==> config.mk <==
export PLATFORM = sky130hd
export DESIGN_NAME = uart_rx_flat
export DESIGN_NICKNAME = d
export VERILOG_FILES = /design/src/rtl/uart_rx_if.sv /design/src/rtl/uart_rx.sv /design/src/flat_wrapper.sv
export SDC_FILE = /design/constraint.sdc
export NUM_CORES = 1
export LEC_CHECK = 0
export ABC_AREA = 0
export BUFFER_PORTS_ARGS = -buffer_cell sky130_fd_sc_hd__buf_4
export CORE_ASPECT_RATIO = 1.25
export CORE_MARGIN = 2
export CORE_UTILIZATION = 40
export CTS_CLUSTER_SIZE = 16
export DETAILED_ROUTE_END_ITERATION = 10
export GPL_ROUTABILITY_DRIVEN = 1
export PLACE_DENSITY = 0.6
export SYNTH_ARGS = -nofsm -noshare
export SYNTH_HDL_FRONTEND = slang
export SYNTH_SLANG_ARGS = --single-unit
export TNS_END_PERCENT = 10
==> constraint.sdc <==
create_clock -name sys_clk -period 4.8 [get_ports sys_clk]
set_input_delay 0 -clock sys_clk [delete_from_list [all_inputs] [get_ports sys_clk]]
set_output_delay 0 -clock sys_clk [all_outputs]
set_load 0.005 [all_outputs]
==> src/rtl/uart_rx_if.sv <==
// Line-side bundle of the UART receiver: serial input plus received-byte outputs.
// The receiver connects through the slave modport; the line driver / byte consumer uses master.
interface uart_rx_if;
    logic       rx;
    logic [7:0] po_data;
    logic       po_flag;
    logic       frame_err;
    logic       rx_busy;

    modport master (
        output rx,
        input  po_data,
        input  po_flag,
        input  frame_err,
        input  rx_busy
    );

    modport slave (
        input  rx,
        output po_data,
        output po_flag,
        output frame_err,
        output rx_busy
    );
endinterface

==> src/rtl/uart_rx.sv <==
// UART receiver: 8N1, LSB first, mid-bit sampling with start/stop validation.
// Optional 3-sample majority vote around mid-bit enabled by UART_RX_MAJORITY_EN.
module uart_rx #(
    parameter int unsigned UART_BPS = 115200,
    parameter int unsigned CLK_FREQ = 50_000_000
) (
    input  logic     sys_clk,
    input  logic     sys_rst,
    uart_rx_if.slave bus
);

    localparam int unsigned BAUD_CNT_MAX = CLK_FREQ / UART_BPS;
    localparam int unsigned HALF         = BAUD_CNT_MAX / 2;
    localparam int unsigned CNT_W        = 13;
    localparam int unsigned BIT_W        = 3;
`ifdef UART_RX_MAJORITY_EN
    localparam int unsigned SAMPLE_CNT   = HALF + 1;
`else
    localparam int unsigned SAMPLE_CNT   = HALF;
`endif

    typedef enum logic [1:0] {
        S_IDLE  = 2'd0,
        S_START = 2'd1,
        S_DATA  = 2'd2,
        S_STOP  = 2'd3
    } state_t;

    state_t             r_state;
    state_t             w_state_nxt;
    logic               r_rx_s1;
    logic               r_rx_s2;
    logic               r_rx_s3;
    logic [CNT_W-1:0]   r_baud_cnt;
    logic [CNT_W-1:0]   w_baud_nxt;
    logic [BIT_W-1:0]   r_bit_cnt;
    logic [BIT_W-1:0]   w_bit_cnt_nxt;
    logic [7:0]         r_shift;
    logic [7:0]         w_shift_nxt;
    logic [7:0]         r_po_data;
    logic [7:0]         w_po_data_nxt;
    logic               r_po_flag;
    logic               w_po_flag_nxt;
    logic               r_frame_err;
    logic               w_frame_err_nxt;
    logic               r_rx_busy;
    logic               w_sample_pt;
    logic               w_bit_end;
    logic               w_sample_bit;

    // Two-flop synchroniser plus edge-history flop, all idle-high
    always_ff @(posedge sys_clk or posedge sys_rst) begin
        if (sys_rst) begin
            r_rx_s1 <= 1'b1;
            r_rx_s2 <= 1'b1;
            r_rx_s3 <= 1'b1;
        end else begin
            r_rx_s1 <= bus.rx;
            r_rx_s2 <= r_rx_s1;
            r_rx_s3 <= r_rx_s2;
        end
    end

    assign w_sample_pt = (r_baud_cnt == CNT_W'(SAMPLE_CNT));
    assign w_bit_end   = (r_baud_cnt == CNT_W'(BAUD_CNT_MAX - 1));

`ifdef UART_RX_MAJORITY_EN
    logic r_vote_a;
    logic r_vote_b;

    // Capture the two earlier votes; the third is the live synchronised value
    always_ff @(posedge sys_clk or posedge sys_rst) begin
        if (sys_rst) begin
            r_vote_a <= 1'b1;
            r_vote_b <= 1'b1;
        end else begin
            if (r_baud_cnt == CNT_W'(HALF - 1)) r_vote_a <= r_rx_s2;
            if (r_baud_cnt == CNT_W'(HALF))     r_vote_b <= r_rx_s2;
        end
    end

    assign w_sample_bit = (r_vote_a & r_vote_b) | (r_vote_a & r_rx_s2) | (r_vote_b & r_rx_s2);
`else
    assign w_sample_bit = r_rx_s2;
`endif

    // State and datapath registers
    always_ff @(posedge sys_clk or posedge sys_rst) begin
        if (sys_rst) begin
            r_state     <= S_IDLE;
            r_baud_cnt  <= '0;
            r_bit_cnt   <= '0;
            r_shift     <= '0;
            r_po_data   <= 8'h00;
            r_po_flag   <= 1'b0;
            r_frame_err <= 1'b0;
            r_rx_busy   <= 1'b0;
        end else begin
            r_state     <= w_state_nxt;
            r_baud_cnt  <= w_baud_nxt;
            r_bit_cnt   <= w_bit_cnt_nxt;
            r_shift     <= w_shift_nxt;
            r_po_data   <= w_po_data_nxt;
            r_po_flag   <= w_po_flag_nxt;
            r_frame_err <= w_frame_err_nxt;
            r_rx_busy   <= (w_state_nxt != S_IDLE);
        end
    end

    // Next-state, counters and strobes
    always_comb begin
        w_state_nxt     = r_state;
        w_bit_cnt_nxt   = r_bit_cnt;
        w_shift_nxt     = r_shift;
        w_po_data_nxt   = r_po_data;
        w_po_flag_nxt   = 1'b0;
        w_frame_err_nxt = 1'b0;

        unique case (r_state)
            S_IDLE: begin
                if (r_rx_s3 && !r_rx_s2) w_state_nxt = S_START;
            end
            S_START: begin
                if (w_sample_pt && w_sample_bit) begin
                    w_state_nxt = S_IDLE;
                end else if (w_bit_end) begin
                    w_state_nxt   = S_DATA;
                    w_bit_cnt_nxt = '0;
                end
            end
            S_DATA: begin
                if (w_sample_pt) w_shift_nxt = {w_sample_bit, r_shift[7:1]};
                if (w_bit_end) begin
                    if (r_bit_cnt == BIT_W'(7)) w_state_nxt   = S_STOP;
                    else                        w_bit_cnt_nxt = r_bit_cnt + BIT_W'(1);
                end
            end
            S_STOP: begin
                // Leave at mid-stop so a back-to-back start edge is not missed
                if (w_sample_pt) begin
                    w_state_nxt = S_IDLE;
                    if (w_sample_bit) begin
                        w_po_data_nxt = r_shift;
                        w_po_flag_nxt = 1'b1;
                    end else begin
                        w_frame_err_nxt = 1'b1;
                    end
                end
            end
            default: w_state_nxt = S_IDLE;
        endcase

        if (r_state == S_IDLE || w_state_nxt == S_IDLE || w_bit_end) w_baud_nxt = '0;
        else                                                           w_baud_nxt = r_baud_cnt + CNT_W'(1);
    end

    assign bus.po_data   = r_po_data;
    assign bus.po_flag   = r_po_flag;
    assign bus.frame_err = r_frame_err;
    assign bus.rx_busy   = r_rx_busy;

endmodule

==> src/flat_wrapper.sv <==
// flat-port wrapper written by rule: the top's interface ports become plain ports
module uart_rx_flat 
#(
    parameter int unsigned UART_BPS = 115200,
    parameter int unsigned CLK_FREQ = 50_000_000
)
  (sys_clk, sys_rst, bus_rx, bus_po_data, bus_po_flag, bus_frame_err, bus_rx_busy);
  uart_rx_if bus_i ();
  input  logic sys_clk;
  input  logic sys_rst;
  input wire logic [$bits(bus_i.rx)-1:0] bus_rx;
  output wire logic [$bits(bus_i.po_data)-1:0] bus_po_data;
  output wire logic [$bits(bus_i.po_flag)-1:0] bus_po_flag;
  output wire logic [$bits(bus_i.frame_err)-1:0] bus_frame_err;
  output wire logic [$bits(bus_i.rx_busy)-1:0] bus_rx_busy;
  assign bus_i.rx = bus_rx;
  assign bus_po_data = bus_i.po_data;
  assign bus_po_flag = bus_i.po_flag;
  assign bus_frame_err = bus_i.frame_err;
  assign bus_rx_busy = bus_i.rx_busy;
  uart_rx #(.UART_BPS(UART_BPS), .CLK_FREQ(CLK_FREQ)) u_core (.sys_clk(sys_clk), .sys_rst(sys_rst), .bus(bus_i));
endmodule
==> results by group <==
Global routing
  – Vias in the first global route: ~1300
  – GR Layer Usage met3: between 3 and 4%
  – Largest net degree at the start of global routing: a little over 40
  – Initial antenna violation count: 0
  – Met1 Resource Use GR: between 10% and 20%
  – Global-route wire length before repair: between 5000 and 6000 µm
  – GRT overflow: 0
  – GRT met2 Usage: between 20% and 30%
  – Total Routing Usage GR: ~15%
  – Gr busiest metal: met2

Worst setup path
  – FF-to-FF Start: u_core.r_baud_cnt[1]
  – Startpoint types: flip-flop
  – Worst setup EP type: flip-flop
  – Worst endpoint data arrival time: approximately 2.8 ns
  – FF-to-FF setup slack: 2.12 ns
  – Reg2Reg Depth: 8
  – R2R Path End: u_core.r_baud_cnt[7]
  – WP data required: 4.94 ns
  – Worst Path Max Fanout: 14
  – Critical path class: reg -> reg

Floorplanning
  – Die W: about 66 µm
  – Core Region: between 4000 and 5000 µm²
  – Initial core utilization: 40.7%
  – Top Ports: 14
  – # rows: 28
  – Full die area: between 5000 and 6000 µm²
  – Die Height: about 81 µm

Route
  – DR iter-0 viols: 96
  – WL/cell: between 10 and 15 µm
  – Residual DRC: 0
  – DRT antenna net count: 0
  – Via count: 1222
  – Post-Route WL: 3340 µm
  – First-pass DRT Iterations: 4
  – Via density: a little over 5

Timing
  – Worst setup margin: 2.12 ns
  – Post-layout minimum cycle time: 2.68 ns
  – Hold Slack: 0.361 ns
  – Slew Limit Fails: 0
  – Final Hold Fails: 0
  – Tcrit/Tclk final: approximately 56%
  – Clock skew: slightly above 0.008 ns
  – Slew @ Worst Pin: ~0.7 ns
  – # setup viols final: 0
  – FMAX: about 370 MHz
  – Setup repair after global routing missed its margin: no
  – Setup tns final: 0 ns
  – Relative slew slack: 53.1%

Run status
  – Status: finished clean

Yosys
  – Yosys reg bits: 40
  – Seq/Total Area, Yosys: 53.0%
  – Post-Syn Instances: around 160
  – Yosys warning total: 0
  – Post-Syn Nets: 168
  – Cell Area, Synth: between 1500 and 2000 µm²
  – Avg Inst Size Synth: approximately 12 µm²
  – Netlist cell types: 36

Power
  – Max VDD drop: 218 µV
  – Register share of total power: 44.9%
  – Tot Pwr: ~0.8 mW
  – Combinational cell fraction of total power: 21.2%
  – P_sw: 0.243 mW
  – Static leakage: just over 1 nW
  – PD cells: ~380 nW/µm²
  – Clk pwr share: roughly 34%
  – Net Sw Frac: ~30%
  – P_int: between 0.5 and 0.6 mW

Layout
  – Final Util: a little under half
  – Nets: ~190
  – Design area: around 2200 µm²
  – Area of the multi-input gates: 826 µm²
  – Fin cells: between 200 and 250
  – Antenna Cells: 0
  – Area growth syn-to-layout: 15.0%
  – Share of cells above drive strength 1: between 20% and 30%
  – FILL cells: about 420
  – Sequential cell area: ~1000 µm²

Worst hold path
  – Min-delay src: u_core.r_rx_s1
  – Hold EP: u_core.r_rx_s2
  – Worst hold path cell count: 0
  – Worst Hold Class: reg -> reg

Placed design
  – Pre-CTS WS: ~2.1 ns
  – Port bufs: 13
  – Placer Congestion: about 0.8
  – Post-detail-place hpwl: between 2000 and 2500 µm
  – Placed cell areas: a little over 2000 µm²
  – Number of instances in the placed design: 227

Clocking
  – Post-cts sizing count: 0
  – Clock tree sinks: 40
  – Clk buf depth: 2
  – Postcts setup bufs: 0
  – H-tree Lvls: 2
  – Clk slew on worst S/H paths: ~0.08 ns
  – Number of hold buffers added after CTS: 2
  – Inserted Clock Buffers: 5
  – Clock root buffer master: clkbuf_8
  – CTS tree: built
  – Clock latency on the worst-skew pair: 0.30 ns

Flow run
  – Max-cap violations: 0
worst max-delay path, cell delays in order, from the launching register on:
cell,delay [ns]
dfrtp_1,0.41
inv_1,0.07
ha_1,0.12
or4b_4,0.48
nand4bb_4,0.25
o21ai_0,0.21
o221ai_1,0.24
nor4_4,0.58
nor3_1,0.16
power by group through the flow:
stage	combinational, mW	sequential [mW]	clock, mW
after CTS	0.180	0.369	0.288
after floorplan	0.150	0.373	0
after global routing	0.200	0.372	0.304
final	0.174	0.369	0.278
after global placement	0.172	0.375	0
after detailed placement	0.177	0.376	0
cell usage in the layout (no fill, tap or decap), types with 4 or more instances in the layout:
master    netlist  layout
buf_4           0      14
xor2_1          4       4
nand3_1         5       5
o21ai_0         5       5
ha_1            9       9
nand2_1        10      10
mux2_2         16      16
inv_1           9       9
clkbuf_8        0       5
xnor2_1         7       7
nor3_1         11      11
nor2_1          7       7
dfrtp_1        37      37
Yosys cell counts:
master | n | area (µm²)
a211oi_2 | 1 | 12.5
a21bo_2 | 2 | 20.0
a21oi_1 | 3 | 15.0
a31oi_1 | 1 | 6.26
and2_0 | 1 | 6.26
and3_1 | 2 | 12.5
and4_1 | 2 | 17.5
and4bb_2 | 1 | 12.5
buf_6 | 2 | 22.5
dfrtp_1 | 37 | 926
dfstp_2 | 3 | 78.8
dlygate4sd1_1 | 1 | 8.76
ha_1 | 9 | 113
inv_1 | 9 | 33.8
mux2_2 | 16 | 180
nand2_1 | 10 | 37.5
nand3_1 | 5 | 25.0
nand4_1 | 3 | 18.8
nand4bb_4 | 1 | 27.5
nor2_1 | 7 | 26.3
nor2b_1 | 1 | 6.26
nor3_1 | 11 | 55.1
nor3b_1 | 2 | 15.0
nor4_1 | 1 | 6.26
nor4_4 | 1 | 21.3
o211ai_1 | 1 | 7.51
o21ai_0 | 5 | 25.0
o221ai_1 | 1 | 8.76
o311a_2 | 1 | 11.3
o31ai_1 | 1 | 7.51
or2_2 | 1 | 6.26
or2b_1 | 1 | 7.51
or3_2 | 1 | 7.51
or4b_4 | 1 | 13.8
xnor2_1 | 7 | 61.3
xor2_1 | 4 | 35.0
metal layers:
| metal | vias up | part of all wire, % |
|---|---|---|
| li1 | 589 | - |
| met1 | 612 | 43 |
| met2 | 17 | 52 |
| met3 | 4 | 2.6 |
| met4 | 0 | 1.9 |
| met5 | - | 0 |
flip-flops by register name, indices dropped and copies added, names as in the netlist:
| register | count |
|---|---|
| u_core.r_rx_s1 | 1 |
| u_core.r_baud_cnt | 13 |
| u_core.bus.po_data | 8 |
| u_core.bus.frame_err | 1 |
| u_core.r_rx_s2 | 1 |
| u_core.r_bit_cnt | 3 |
| u_core.r_shift | 8 |
| u_core.bus.rx_busy | 1 |
| u_core.r_state | 2 |
| u_core.r_rx_s3 | 1 |
| u_core.bus.po_flag | 1 |
worst max-delay path by stage:
stage,start,end,cells past startpoint
after floorplan,u_core.r_baud_cnt[1],u_core.r_baud_cnt[10],9
after global placement,u_core.r_baud_cnt[1],u_core.r_baud_cnt[7],8
after detailed placement,u_core.r_baud_cnt[1],u_core.r_baud_cnt[10],8
after CTS,u_core.r_baud_cnt[1],u_core.r_baud_cnt[7],8
after global routing,u_core.r_baud_cnt[1],u_core.r_baud_cnt[7],8
final,u_core.r_baud_cnt[1],u_core.r_baud_cnt[7],8
cell type report:
cell class / count / area share, %
Sequential cell: 40 / 46.1
Tap cell: 60 / 3.44
Clock inverter: 3 / 2.12
Timing Repair Buffer: 16 / 5.74
Multi-Input combinational cell: 104 / 37.9
Clock buffer: 5 / 3.16
Inverter: 9 / 1.55
kinds of logic (layout without fill, tap and decap cells):
group           count (synthesis)  after routing  synth area share, %
simple gates                   52             52                 17.0
flops                          40             40                 53.0
compound gates                 16             16                 6.01
mux                            16             16                 9.50
buf+inv                        12             33                 3.43
xor+xnor                       11             11                 5.08
fa+ha+maj                       9              9                 5.94
Note: power is estimated with default switching activity, not from simulation.
